### config.mk
export PLATFORM = sky130hd
export DESIGN_NAME = correlation_loader
export DESIGN_NICKNAME = d
export VERILOG_FILES = /design/src/rtl/correlation_loader.sv
export SDC_FILE = /design/constraint.sdc
export NUM_CORES = 1
export LEC_CHECK = 0
export BUFFER_PORTS_ARGS = -buffer_cell sky130_fd_sc_hd__buf_2
export CAP_MARGIN = 20
export CORE_AREA = 2 2 233 235
export DETAILED_ROUTE_END_ITERATION = 8
export DIE_AREA = 0 0 235 237
export HOLD_SLACK_MARGIN = 0.02
export MAX_ROUTING_LAYER = met4
export PLACE_DENSITY = 0.71
export SLEW_MARGIN = 20
export SYNTH_ARGS = -nofsm -noshare
export SYNTH_HDL_FRONTEND = slang
export SYNTH_SLANG_ARGS = --single-unit
### constraint.sdc
create_clock -name Clock -period 22.1 [get_ports Clock]
set_input_delay 0 -clock Clock [delete_from_list [all_inputs] [get_ports Clock]]
set_output_delay 0 -clock Clock [all_outputs]
set_load 0.01 [all_outputs]
### src/rtl/correlation_loader.sv
// correlation_loader: gathers a 17-word serial frame (16 candidates + 1 target) and presents it in parallel.
// A two-state LOAD/PRESENT handshake decides when the frame is shown and when the next load starts.
module correlation_loader #(
    parameter int WIDTH        = 32,
    parameter int TARGET_FIRST = 0
) (
    input  logic             Clock,
    input  logic             Reset,
    input  logic [WIDTH-1:0] In_Data,
    input  logic             In_Valid,
    output logic             In_Ready,
    input  logic             Flush,
    input  logic             Frame_Ack,
    output logic [WIDTH-1:0] Num_1,
    output logic [WIDTH-1:0] Num_2,
    output logic [WIDTH-1:0] Num_3,
    output logic [WIDTH-1:0] Num_4,
    output logic [WIDTH-1:0] Num_5,
    output logic [WIDTH-1:0] Num_6,
    output logic [WIDTH-1:0] Num_7,
    output logic [WIDTH-1:0] Num_8,
    output logic [WIDTH-1:0] Num_9,
    output logic [WIDTH-1:0] Num_10,
    output logic [WIDTH-1:0] Num_11,
    output logic [WIDTH-1:0] Num_12,
    output logic [WIDTH-1:0] Num_13,
    output logic [WIDTH-1:0] Num_14,
    output logic [WIDTH-1:0] Num_15,
    output logic [WIDTH-1:0] Num_16,
    output logic [WIDTH-1:0] Target_Num,
    output logic             Frame_Valid,
    output logic [4:0]       Word_Idx,
    output logic [7:0]       Frame_Cnt
);
    localparam logic [0:0] LOAD     = 1'b0;
    localparam logic [0:0] PRESENT  = 1'b1;
    localparam logic [4:0] TGT_IDX  = (TARGET_FIRST != 0) ? 5'd0 : 5'd16;
    localparam logic [4:0] NUM_BASE = (TARGET_FIRST != 0) ? 5'd1 : 5'd0;

    logic [1:0]       rst_sync;
    logic             rst_n;
    logic [0:0]       state;
    logic [4:0]       idx;
    logic [7:0]       cnt;
    logic [WIDTH-1:0] num [16];
    logic [WIDTH-1:0] target;
    logic             accept;

    // Assertion is immediate; release passes through two flops before the core leaves reset.
    always_ff @(posedge Clock or negedge Reset)
        if (!Reset) rst_sync <= 2'b00;
        else        rst_sync <= {rst_sync[0], 1'b1};

    assign rst_n  = rst_sync[1];
    assign accept = (state == LOAD) && In_Valid && !Flush;

    always_ff @(posedge Clock or negedge rst_n)
        if (!rst_n) begin
            state <= LOAD;
            idx   <= '0;
            cnt   <= '0;
        end else if (Flush || (state == PRESENT && Frame_Ack)) begin
            state <= LOAD;
            idx   <= '0;
        end else if (accept) begin
            idx <= idx + 5'd1;
            if (idx == 5'd16) begin
                state <= PRESENT;
                cnt   <= cnt + 8'd1;
            end
        end

    always_ff @(posedge Clock or negedge rst_n)
        if (!rst_n) begin
            for (int i = 0; i < 16; i++) num[i] <= '0;
            target <= '0;
        end else if (accept) begin
            for (int i = 0; i < 16; i++)
                if (idx == NUM_BASE + 5'(i)) num[i] <= In_Data;
            if (idx == TGT_IDX) target <= In_Data;
        end

    assign In_Ready    = (state == LOAD);
    assign Frame_Valid = (state == PRESENT);
    assign Word_Idx    = idx;
    assign Frame_Cnt   = cnt;
    assign Target_Num  = target;
    assign Num_1  = num[0];
    assign Num_2  = num[1];
    assign Num_3  = num[2];
    assign Num_4  = num[3];
    assign Num_5  = num[4];
    assign Num_6  = num[5];
    assign Num_7  = num[6];
    assign Num_8  = num[7];
    assign Num_9  = num[8];
    assign Num_10 = num[9];
    assign Num_11 = num[10];
    assign Num_12 = num[11];
    assign Num_13 = num[12];
    assign Num_14 = num[13];
    assign Num_15 = num[14];
    assign Num_16 = num[15];
endmodule

==> key figures, run 1 <==
Yosys
  – Primary FF master, synth: dfrtp_1
  – Mapped Area: between 0.02 and 0.025 mm²
  – Seq/Total Area, Yosys: 64.7%
  – Ranking of synthesized cells by area: dfrtp_1 65%, mux2_2 24%, mux2_4 4.2%
  – Cells after Synth: 1275
  – Count leader, synth: dfrtp_1
  – Synth top cells by count: 560 x dfrtp_1, 454 x mux2_2, 60 x mux2_4, 34 x clkbuf_1, 32 x buf_6
  – Post-synth EDFFs: 0
  – Syn avg cell area: 17.0 µm²
  – Post-synth top area cell: dfrtp_1
  – Library cells used by synthesis: 35
  – YS warnings: 0
  – Net Count, Synth: 1318
  – Synthesized flop and latch total: 560
  – Post-synth top area share: about two thirds
  – Post-synth ARST share: 100%

Clock network
  – Clock Sinks: 560
  – Post-CTS Resized: 0
  – Clock latency on the worst-skew pair: 0.60 ns
  – Htree depth: 2
  – CTS max path bufs: 3
  – TritonCTS clock tree: built
  – Clock-pin transition on the worst setup and hold timing paths: approximately 0.060 ns
  – CTS Root Cell: clkbuf_16
  – CTS Buf Count: between 50 and 60

Setup path
  – CP max stage cell: dfrtp_4
  – Worst Path Required: 22.73 ns
  – CP dominant cell by count: buf_6
  – Worst path max stage delay: about 0.84 ns
  – Top delay family on crit path: buffers and inverters
  – Critical Path Fanout Max: 89
  – CP Buf/Inv Count: 3
  – CP Data Arrival Time: ~3.7 ns
  – Type of origin of the critical path: flip-flop
  – CP Class: flip-flop to asynchronous set/reset pin
  – Worst setup EP type: asynchronous set/reset pin
  – Cell chain of the critical path: buf_6, buf_4, buf_6

Floorplan
  – Die W: roughly 240 µm
  – I/O pin total: 596
  – Starting Density: about two fifths
  – FP Rows: 85
  – Die Y: 237 µm
  – Core area: 0.0533 mm²
  – Die area: 0.0557 mm²

Timing
  – Final hold viol count: 0
  – Final setup TNS: 0 ns
  – Slew at the pin closest to its max-slew limit: 1.15 ns
  – Slew HR: a little under a quarter
  – Worst Skew: 0.0149 ns
  – RSZ-0062 raised after global routing: false
  – Final min period: 3.08 ns
  – Setup Viol. Count Final: 0
  – FMAX: around 320 MHz
  – Final period util: 13.9%
  – Max-slew violation count: 0

Power and ir drop
  – Pwr/cell area: 84.8 mW/mm²
  – Logic pwr share: 10.4%
  – Sequential Power Share: 49.0%
  – Clock Power Share: 40.6%
  – Switching power total: 0.568 mW
  – Pleak: 15.4 nW
  – Int Pwr: 1.74 mW
  – Peak supply drop: 0.0000540 V
  – Sw frac: about a quarter

Placed design
  – # placed instances: between 2000 and 2500
  – DP HPWL: between 40 and 50 mm
  – GP Congestion: 0.793
  – Port bufs: 595

Run status
  – Status: finished, final reports clean

Routing
  – DRC viols: 0
  – Via-to-Cell Ratio: 5.06
  – Starting DRT DRC Count: just under 600
  – Detail Route Antenna Nets: 0
  – Wire per inst: between 20 and 25 µm
  – Routed WL: 61.4 mm
  – Drt first pass iters: 4
  – DR vias: 13300

GRT
  – Initial antenna violation count: 1
  – All-Layer GR Usage: 22.4%
  – Number of global-route vias before repair: 14000
  – GRT Residual Overflow: 0
  – First-pass GRT wire length: about 90 mm
  – Pin count of the biggest net entering global routing: 195

Finish
  – Finished Layout Cells: about 2600
  – Diodes inserted: 0
  – Final nets: 1922
  – Area grow syn2layout: 25.5%
  – Layout cells sized above 1: 64.0%

Job
  – Max Cap Viol: 0

Worst hold path
  – HP Class: primary input to flip-flop
cell families after synthesis:
group | Yosys count | share of synthesized area (%)
AOI/OAI and AO/OA | 7 | 0.191
xor gates and xnor gates | 7 | 0.283
adders and majority gates | 6 | 0.346
buffers and inverters | 100 | 3.05
DFF | 560 | 64.7
muxes | 546 | 29.4
other | 1 | 0.0173
and+or+nand+nor | 48 | 2.03
power by group through the flow:
| stage | Sequential [mW] | Clock (mW) | Combinational [mW] |
|---|---|---|---|
| after detailed placement | 1.15 | 0 | 0.238 |
| after CTS | 1.13 | 0.954 | 0.243 |
| after global placement | 1.14 | 0 | 0.233 |
| final | 1.13 | 0.936 | 0.240 |
| after global routing | 1.14 | 0.999 | 0.257 |
| after floorplan | 1.19 | 0 | 0.0733 |
cell usage in the layout, fill, tap and decap left out, drive strengths merged:
cell and count:
and2 1, nand3b 1, bufinv 2, nor4b 1
o21ai 1, xnor2 7, nor2b 2, ha 6
conb 1, dfrtp 560, nor2 6, and2b 2
nand4 6, nand2 2, mux2i 1, clkinvlp 1
and3 8, nor4bb 1, a22oi 2, a21oi 3
nand3 12, mux2 545, nor3 1, clkbuf 79
inv 8, dlygate4sd3 37, buf 604, or3 1
and4 3, a31oi 1, clkinv 16, nor3b 1
layout make-up:
type                       count  area (µm²)
clock buffer                  79        1650
clock inverter                22         174
fill                        4406       26100
inverter                       5        18.8
multi-input combinational    615        7010
sequential                   560       14000
tap                          696         871
timing repair buffer         641        3460
worst register-to-register path, cell delays in order, from the launching register on:
cell and delay, ns:
dfrtp_4 0.84, buf_6 0.65, buf_4 0.84, buf_6 0.73
per-layer routing:
layer	part of all wire, %	track usage, %	up-vias
met2	49	36.1	509
met5	0	-	-
met3	6.6	5.34	117
met4	3.0	7.94	0
met1	42	27.5	6920
li1	-	-	5705
stage by stage:
step                      worst slack (ns)  power (mW)  utilization (%)  hold slack (ns)  area [µm²]
after global placement               18.46        1.37             46.8           -0.211       25000
after global routing                 18.54        2.39             51.0           0.0618       27200
after CTS                            18.29        2.33             51.0           0.0632       27200
after floorplan                       5.34        1.27                -           -0.296       21700
after detailed placement             18.30        1.38             46.8           -0.210       25000
final                                19.02        2.31             51.0           0.0867       27200
repair_timing:
item / 4_1_cts / 5_1_grt
hold buffers: 37 / 0
endpoints found under the hold margin: 501 / 0
endpoints found under the setup margin: 0 / 0
setup buffers: 0 / 0
final timing paths:
path                             startpoint     endpoint  slack, ns  cells past startpoint
worst max register to register  rst_sync[1]     Num_6[5]      19.02                      3
worst min-delay path            In_Data[31]   Num_12[31]       0.09                      2
worst min register to register  rst_sync[0]  rst_sync[1]       0.35                      0
worst max-delay path            rst_sync[1]     Num_6[5]      19.02                      3
max in group Clock              Frame_Valid    Num_5[21]      19.37                      4
min in group asynchronous             Reset  rst_sync[1]       0.27                      3
Note: power is estimated with default switching activity, not from simulation.
==> inputs of run 2 (changes only) <==
--- a/config.mk
+++ b/config.mk
@@ -5,14 +5,15 @@
 export SDC_FILE = /design/constraint.sdc
 export NUM_CORES = 1
 export LEC_CHECK = 0
+export ABC_AREA = 1
 export BUFFER_PORTS_ARGS = -buffer_cell sky130_fd_sc_hd__buf_2
 export CAP_MARGIN = 20
-export CORE_AREA = 2 2 233 235
+export CORE_AREA = 2 2 232 234
 export DETAILED_ROUTE_END_ITERATION = 8
-export DIE_AREA = 0 0 235 237
+export DIE_AREA = 0 0 234 236
 export HOLD_SLACK_MARGIN = 0.02
 export MAX_ROUTING_LAYER = met4
-export PLACE_DENSITY = 0.71
+export PLACE_DENSITY = 0.75
 export SLEW_MARGIN = 20
 export SYNTH_ARGS = -nofsm -noshare
 export SYNTH_HDL_FRONTEND = slang
==> constraint.sdc (replaced) <==
create_clock -name Clock -period 2.8 [get_ports Clock]
set_input_delay 0 -clock Clock [delete_from_list [all_inputs] [get_ports Clock]]
set_output_delay 0 -clock Clock [all_outputs]
set_load 0.01 [all_outputs]
==> run 2 against run 1 <==
Design area rose by 4.0%. Register-to-register slack got worse by 18 ns. Wire length rose by 35%.
==> key figures, run 2 <==
Finish
  – Layout cells sized above 1: 25.5% (-39 points)
  – Area of the multi-input gates: 0.00732 mm² (+4.4%)
  – Most frequent cells in the layout: 1066 x nand2_1, 595 x buf_2, 559 x dfrtp_1
  – FF/Latch Area: 0.0140 mm² (unchanged)
  – Area grow syn2layout: 26.5%
  – Layout fillers: 4723 (+7.2%)
  – Final Cell Area: 0.0283 mm² (+4.0%)
  – Most common cell after layout, fill and taps aside: nand2_1
  – Final nets: 3077 (+60%)
  – Post-route core utilization: 53.3% (+2.2 points)

Timing
  – Final period util: 78.1% (+64 points)
  – Slew HR: 39.8% (+17 points)
  – Slew at the pin closest to its max-slew limit: 0.904 ns (-0.249 ns)
  – Setup Viol. Count Final: 0 (unchanged)
  – Final min period: 2.19 ns (-0.892 ns)
  – Max-slew violation count: 0 (unchanged)
  – Worst Skew: 0.0217 ns (+0.00681 ns)
  – FMAX: 458 MHz (+41%)
  – RSZ-0062 raised after global routing: false
  – Final hold viol count: 0 (unchanged)
  – Final setup TNS: 0 ns (unchanged)

GRT
  – Met2 GRT Util: 45.7% (+9.6 points)
  – GRT Max-Usage Layer: met2
  – Number of global-route vias before repair: 19200 (+38%)
  – M1 GR Usage: 38.3% (+11 points)
  – All-Layer GR Usage: 30.4% (+8.0 points)
  – Pin count of the biggest net entering global routing: 93 (-52%)
  – Met3 GRT Util: 10.0% (+4.7 points)
  – First-pass GRT wire length: 123 mm (+34%)
  – Initial antenna violation count: 2 (+1)
  – GRT Residual Overflow: 0 (unchanged)

Floorplan
  – FP Rows: 85 (unchanged)
  – Starting Density: 42.1% (+1.5 points)
  – I/O pin total: 596 (unchanged)
  – Die W: 234 µm (-0.43%)
  – Core area: 0.0531 mm² (-0.40%)
  – Die Y: 236 µm (-0.42%)
  – Die area: 0.0552 mm² (-0.85%)

Yosys
  – Post-synth top area cell: dfrtp_1
  – Post-synthesis mux area share: 0% (-29 points)
  – YS warnings: 0 (unchanged)
  – Count leader, synth: nand2_1
  – Adder-cell share of the synthesized area: 0.336% (-0.011 points)
  – Synth Area in Simple Gates: 27.3% (+25 points)
  – Compound-Gate Fraction of Synth Area: 4.47% (+4.3 points)
  – Synthesized flop and latch total: 560 (unchanged)
  – Ranking of synthesized cells by area: dfrtp_1 63%, nand2_1 18%, nand3_1 7.4%
  – Syn avg cell area: 8.92 µm² (-48%)
  – Post-synth top area share: 62.7% (-2.0 points)
  – Library cells used by synthesis: 26 (-26%)
  – Largest family of logic cells by synthesized area: simple AND/OR/NAND/NOR gates
  – Mapped Area: 0.0224 mm² (+3.2%)
  – Net Count, Synth: 2551 (+94%)
  – Primary FF master, synth: dfrtp_1
  – Seq/Total Area, Yosys: 62.7% (-2.0 points)
  – Xor and xnor area share after synthesis: 0.157% (-0.13 points)
  – Synth top cells by count: 1069 x nand2_1, 560 x dfrtp_1, 329 x nand3_1, 148 x clkbuf_1, 142 x o21ai_0
  – Cells after Synth: 2508 (+97%)
  – Post-synth EDFFs: 0 (unchanged)
  – Post-synth ARST share: 100% (unchanged)

Power and ir drop
  – Total power: 19.4 mW (+740%)
  – Sequential Power Share: 47.2% (-1.8 points)
  – Pleak: 16.7 nW (+8.4%)
  – Logic pwr share: 13.6% (+3.2 points)
  – Switching power total: 5.41 mW (+850%)
  – Peak supply drop: 0.000481 V (+790%)
  – Int Pwr: 14.0 mW (+700%)
  – Pwr/cell area: 685 mW/mm² (+710%)
  – Clock Power Share: 39.2% (-1.4 points)
  – Sw frac: 27.9% (+3.3 points)

Job
  – Max Cap Viol: 0 (unchanged)

Setup path
  – FF-to-FF Start: Word_Idx[0]
  – Reg-to-reg endpoint: Num_7[4]
  – CP max stage cell: dfrtp_1
  – Type of origin of the critical path: flip-flop
  – Worst setup EP type: flip-flop
  – Critical Path Fanout Max: 21 (-76%)
  – CP Class: flip-flop to flip-flop
  – Cell chain of the critical path: inv_1, ha_1, inv_1, nor3_4, nand2_1, buf_12, nand2_1, nand2_1
  – R2R depth: 8 (+5)
  – R2R setup slack: 0.61 ns (-18.41 ns)
  – CP Data Arrival Time: 2.67 ns (-1.04 ns)
  – Worst Path Required: 3.29 ns (-19.44 ns)
  – Worst path max stage delay: 0.44 ns (-0.40 ns)
  – CP dominant cell by count: nand2_1

Placed design
  – DP HPWL: 53.8 mm (+31%)
  – Port bufs: 595 (unchanged)
  – Dpl cell area: 0.0261 mm² (+4.4%)
  – GP Congestion: 0.869 (+9.5%)

Clock network
  – Clock latency on the worst-skew pair: 0.61 ns (about the same)
  – Post-CTS Resized: 0 (unchanged)
  – Clock-pin transition on the worst setup and hold timing paths: 0.06 ns (about the same)
  – CTS Buf Count: 57 (+1.8%)
  – TritonCTS clock tree: built
  – CTS Root Cell: clkbuf_16
  – CTS max path bufs: 3 (unchanged)
  – Clock Sinks: 560 (unchanged)
  – Htree depth: 2 (unchanged)

Worst hold path
  – HP Class: primary input to asynchronous set/reset pin

Routing
  – DRC viols: 0 (unchanged)
  – Detail Route Antenna Nets: 0 (unchanged)
  – Starting DRT DRC Count: 2090 (+260%)
  – Wire per inst: 22.0 µm (-6.3%)
  – DR vias: 20300 (+53%)
  – Routed WL: 83.0 mm (+35%)
  – Drt first pass iters: 6 (+2)
  – Via-to-Cell Ratio: 5.37 (+6.0%)

Run status
  – Status: finished, final reports clean
-- run 2: cell count changes after synthesis, moves of 53 or more --
cell      change
nand2_1    +1067
mux2_2      -454
nand3_1     +325
o21ai_1      +53
mux2_4       -60
o21ai_0     +141
clkbuf_1    +114
-- run 2: final cells by class --
cell class	count	area share, %
timing repair buffer	694	14.2
antenna	1	0.00885
inverter	50	0.708
multi-input combinational	1671	25.9
sequential	560	49.6
tap	696	3.08
clock buffer	77	5.63
clock inverter	26	0.894
-- run 2: layer usage --
metal,vias to the layer above,share of wire [%]
met2,1248,46
li1,9043,-
met3,213,12
met1,9752,38
met4,0,3.8
met5,-,0
-- run 2: logic make-up (layout without fill, tap and decap cells) --
| family | count (synthesis) | in the layout |
|---|---|---|
| AO/OA/AOI/OAI | 199 | 199 |
| XOR/XNOR | 4 | 4 |
| adder cells (fa/ha/maj) | 6 | 6 |
| buffers and inverters | 277 | 847 |
| flip-flops | 560 | 560 |
| other | 1 | 2 |
| AND/OR/NAND/NOR | 1461 | 1461 |
-- run 2: worst max-delay path by stage --
stage / startpoint / endpoint / slack [ns] / cells after the start
floorplan: rst_sync[1] / Frame_Cnt[0] / -2.64 / 0
finish: Word_Idx[0] / Num_7[4] / 0.61 / 8
CTS: Word_Idx[0] / Num_7[10] / 0.64 / 8
global route: Word_Idx[0] / Num_7[9] / 0.47 / 8
global placement: Word_Idx[0] / Num_7[5] / 0.79 / 8
detailed placement: Word_Idx[0] / Num_7[15] / 0.65 / 8
-- run 2: power by group through the flow --
stage                     clock network (mW)  logic, mW  registers (mW)
final                                   7.59       2.64            9.15
after global routing                    8.02       2.86            9.21
after CTS                               7.65       2.65            9.14
after detailed placement                   0       2.61            9.26
after global placement                     0       2.55            9.25
after floorplan                            0      0.805            9.68
-- run 2: timing repair --
item / CTS / global route
hold buffers: 37 / 0
endpoints found under the hold margin: 484 / 0
buffers inserted: 0 / 0
-- run 2: worst max-delay path: cells and delay by family, from the launching register on --
kind | cells | cell delay [ns]
simple gates | 4 | 0.80
flops | 1 | 0.44
buf+inv | 3 | 0.60
fa+ha+maj | 1 | 0.21
-- run 2: through the flow --
stage                     worst slack, ns  hold slack [ns]  std cells
after global placement              0.794           -0.212       3634
after global routing                0.467            0.244       3775
final                               0.614            0.255       3775
after detailed placement            0.653           -0.210       3634
after CTS                           0.644            0.235       3774
after floorplan                     -2.64           -0.296       2508
==> inputs of run 3 (changes only) <==
==> constraint.sdc (replaced) <==
create_clock -name Clock -period 1.75 [get_ports Clock]
set_input_delay 0 -clock Clock [delete_from_list [all_inputs] [get_ports Clock]]
set_output_delay 0 -clock Clock [all_outputs]
set_load 0.01 [all_outputs]
==> run 3 against run 2 <==
Non-clock buffer count rose by 67. Final cell count increased by 1.8%. Critical endpoint is now Num_7[11]. Clock skew is 0.0049 ns higher. Sequential power increased by 60%. Core utilization rose by 2.2 points.
==> key figures, run 3 (synthesized netlist as in run 2, its figures left out) <==
Power and ir drop
  – Sw frac: 27.8% (-0.14 points)
  – Switching power total: 8.69 mW (+60%)
  – Logic pwr share: 14.0% (+0.4 points)
  – Int Pwr: 22.6 mW (+62%)
  – Total power: 31.2 mW (+61%)
  – Pwr/cell area: 1060 mW/mm² (+55%)
  – Clock Power Share: 39.3% (about the same)
  – Sequential Power Share: 46.7% (-0.5 points)
  – Pleak: 17.2 nW (+3.4%)
  – Peak supply drop: 0.000770 V (+60%)

Clock network
  – Clock Sinks: 560 (unchanged)
  – TritonCTS clock tree: built
  – Clock-pin transition on the worst setup and hold timing paths: 0.07 ns (about the same)
  – Clock latency on the worst-skew pair: 0.62 ns (about the same)
  – Htree depth: 2 (unchanged)
  – CTS Buf Count: 57 (unchanged)
  – CTS Root Cell: clkbuf_16
  – CTS max path bufs: 3 (unchanged)

Finish
  – Most frequent cells in the layout: 1057 x nand2_1, 595 x buf_2, 555 x dfrtp_1
  – FF/Latch Area: 0.0140 mm² (about the same)
  – Area grow syn2layout: 31.7%
  – Layout fillers: 4625 (-2.1%)
  – Final nets: 3144 (+2.2%)
  – Most common cell after layout, fill and taps aside: nand2_1
  – Finished Layout Cells: 3842 (+1.8%)
  – Layout cells sized above 1: 27.8% (+2.3 points)
  – Area of the multi-input gates: 0.00737 mm² (+0.67%)
  – Final Cell Area: 0.0294 mm² (+4.1%)

Setup path
  – CP Data Arrival Time: 2.21 ns (-0.46 ns)
  – Type of origin of the critical path: flip-flop
  – CP Class: flip-flop to flip-flop
  – Worst setup EP type: flip-flop
  – Worst Path Required: 2.24 ns (-1.05 ns)
  – Critical Path Fanout Max: 32 (+52%)

Floorplan
  – Die Y: 236 µm (unchanged)
  – Die W: 234 µm (unchanged)
  – I/O pin total: 596 (unchanged)
  – Starting Density: 42.1% (unchanged)
  – Core area: 0.0531 mm² (unchanged)
  – Die area: 0.0552 mm² (unchanged)
  – FP Rows: 85 (unchanged)

Routing
  – Routed WL: 85.1 mm (+2.5%)
  – Starting DRT DRC Count: 2448 (+17%)
  – Wire per inst: 22.2 µm (+0.74%)
  – Detail Route Antenna Nets: 0 (unchanged)
  – DR vias: 20800 (+2.8%)
  – Via-to-Cell Ratio: 5.42 (+1.0%)
  – DRC viols: 0 (unchanged)
  – Drt first pass iters: 6 (unchanged)

Placed design
  – DP HPWL: 54.6 mm (+1.4%)
  – Port bufs: 595 (unchanged)
  – Dpl cell area: 0.0268 mm² (+2.7%)
  – GP Congestion: 0.878 (+1.0%)
  – # placed instances: 3682 (+1.3%)

Timing
  – Worst Skew: 0.0265 ns (+0.00485 ns)
  – Slew at the pin closest to its max-slew limit: 0.809 ns (-0.0948 ns)
  – Final min period: 1.72 ns (-0.467 ns)
  – FMAX: 582 MHz (+27%)
  – Slew HR: 46.1% (+6.3 points)
  – RSZ-0062 raised after global routing: true
  – Final hold viol count: 0 (unchanged)
  – Setup Viol. Count Final: 0 (unchanged)
  – Max-slew violation count: 0 (unchanged)
  – Final period util: 98.2% (+20 points)

GRT
  – All-Layer GR Usage: 29.9% (-0.44 points)
  – Initial antenna violation count: 2 (unchanged)
  – Pin count of the biggest net entering global routing: 61 (-34%)
  – GRT Residual Overflow: 0 (unchanged)
  – First-pass GRT wire length: 122 mm (-0.88%)
  – Number of global-route vias before repair: 19300 (+0.35%)

Run status
  – Status: finished, final reports clean

Worst hold path
  – HP Class: primary input to flip-flop

Job
  – Max Cap Viol: 0 (unchanged)
## run 3: changes by cell type in the layout (fill, tap and decap cells not counted), sizes merged
| cell | previous run | this run |
|---|---|---|
| buf | 657 | 716 |
| clkbuf | 77 | 88 |
| clkinvlp | 3 | 0 |
| bufinv | 4 | 3 |
| inv | 52 | 53 |
## run 3: layer usage
layer  part of all wire, %  vias up  track usage [%]
met1                    38    10100             39.4
li1                      -     9183                -
met4                   4.2        0             10.6
met5                     0        -                -
met3                    12      222             7.76
met2                    46     1333             44.7
## run 3: what timing repair did
item,CTS,global route
setup endpoints to repair,186,401
hold buffers,37,0
pin swaps,3,12
gates resized for setup,10,22
cloned,0,11
endpoints found under the hold margin,516,0
setup buffers,2,6
## run 3: final timing paths
path / from / to / slack, ns / cells past startpoint
max in group asynchronous: rst_sync[1] / Num_6[20] / 0.70 / 2
min reg2reg: rst_sync[1] / Num_7[6] / 0.28 / 1
max: Word_Idx[0] / Num_7[11] / 0.03 / 8
max reg2reg: Word_Idx[0] / Num_7[11] / 0.03 / 8
min in group asynchronous: rst_sync[1] / Num_7[6] / 0.28 / 1
min: Flush / Num_15[28] / 0.07 / 6
## run 3: area by class of cell
type                       count  area share [%]
antenna                        1         0.00850
clock buffer                  80            5.66
clock inverter                23           0.710
inverter                      50           0.727
multi-input combinational   1671            25.0
sequential                   560            47.6
tap                          696            2.96
timing repair buffer         761            17.3
## run 3: power groups by stage
stage                     sequential, mW  combinational (mW)  clock, mW
after floorplan                     15.5                1.29          0
after global placement              14.8                4.18          0
after detailed placement            14.8                4.27          0
after CTS                           14.6                4.36       12.4
after global routing                14.7                4.72       12.9
final                               14.6                4.37       12.3
## run 3: per-stage QoR
stage	hold WS, ns	TNS [ns]	setup slack (ns)	utilization [%]
floorplan	-0.296	-2059.69	-3.69	-
global placement	-0.213	-0.0297	-0.0158	50.4
detailed placement	-0.212	-4.32	-0.0860	50.4
CTS	0.0222	0	0.00301	54.7
global route	0.101	-3.21	-0.0718	55.5
finish	0.0710	0	0.0310	55.5
## run 3: critical path, cell delays in order (launching register included)
cell,delay [ns]
dfrtp_2,0.44
inv_2,0.09
ha_1,0.19
inv_2,0.09
nor3_4,0.31
nand2_2,0.11
buf_12,0.19
nand2_1,0.09
nand2_1,0.07
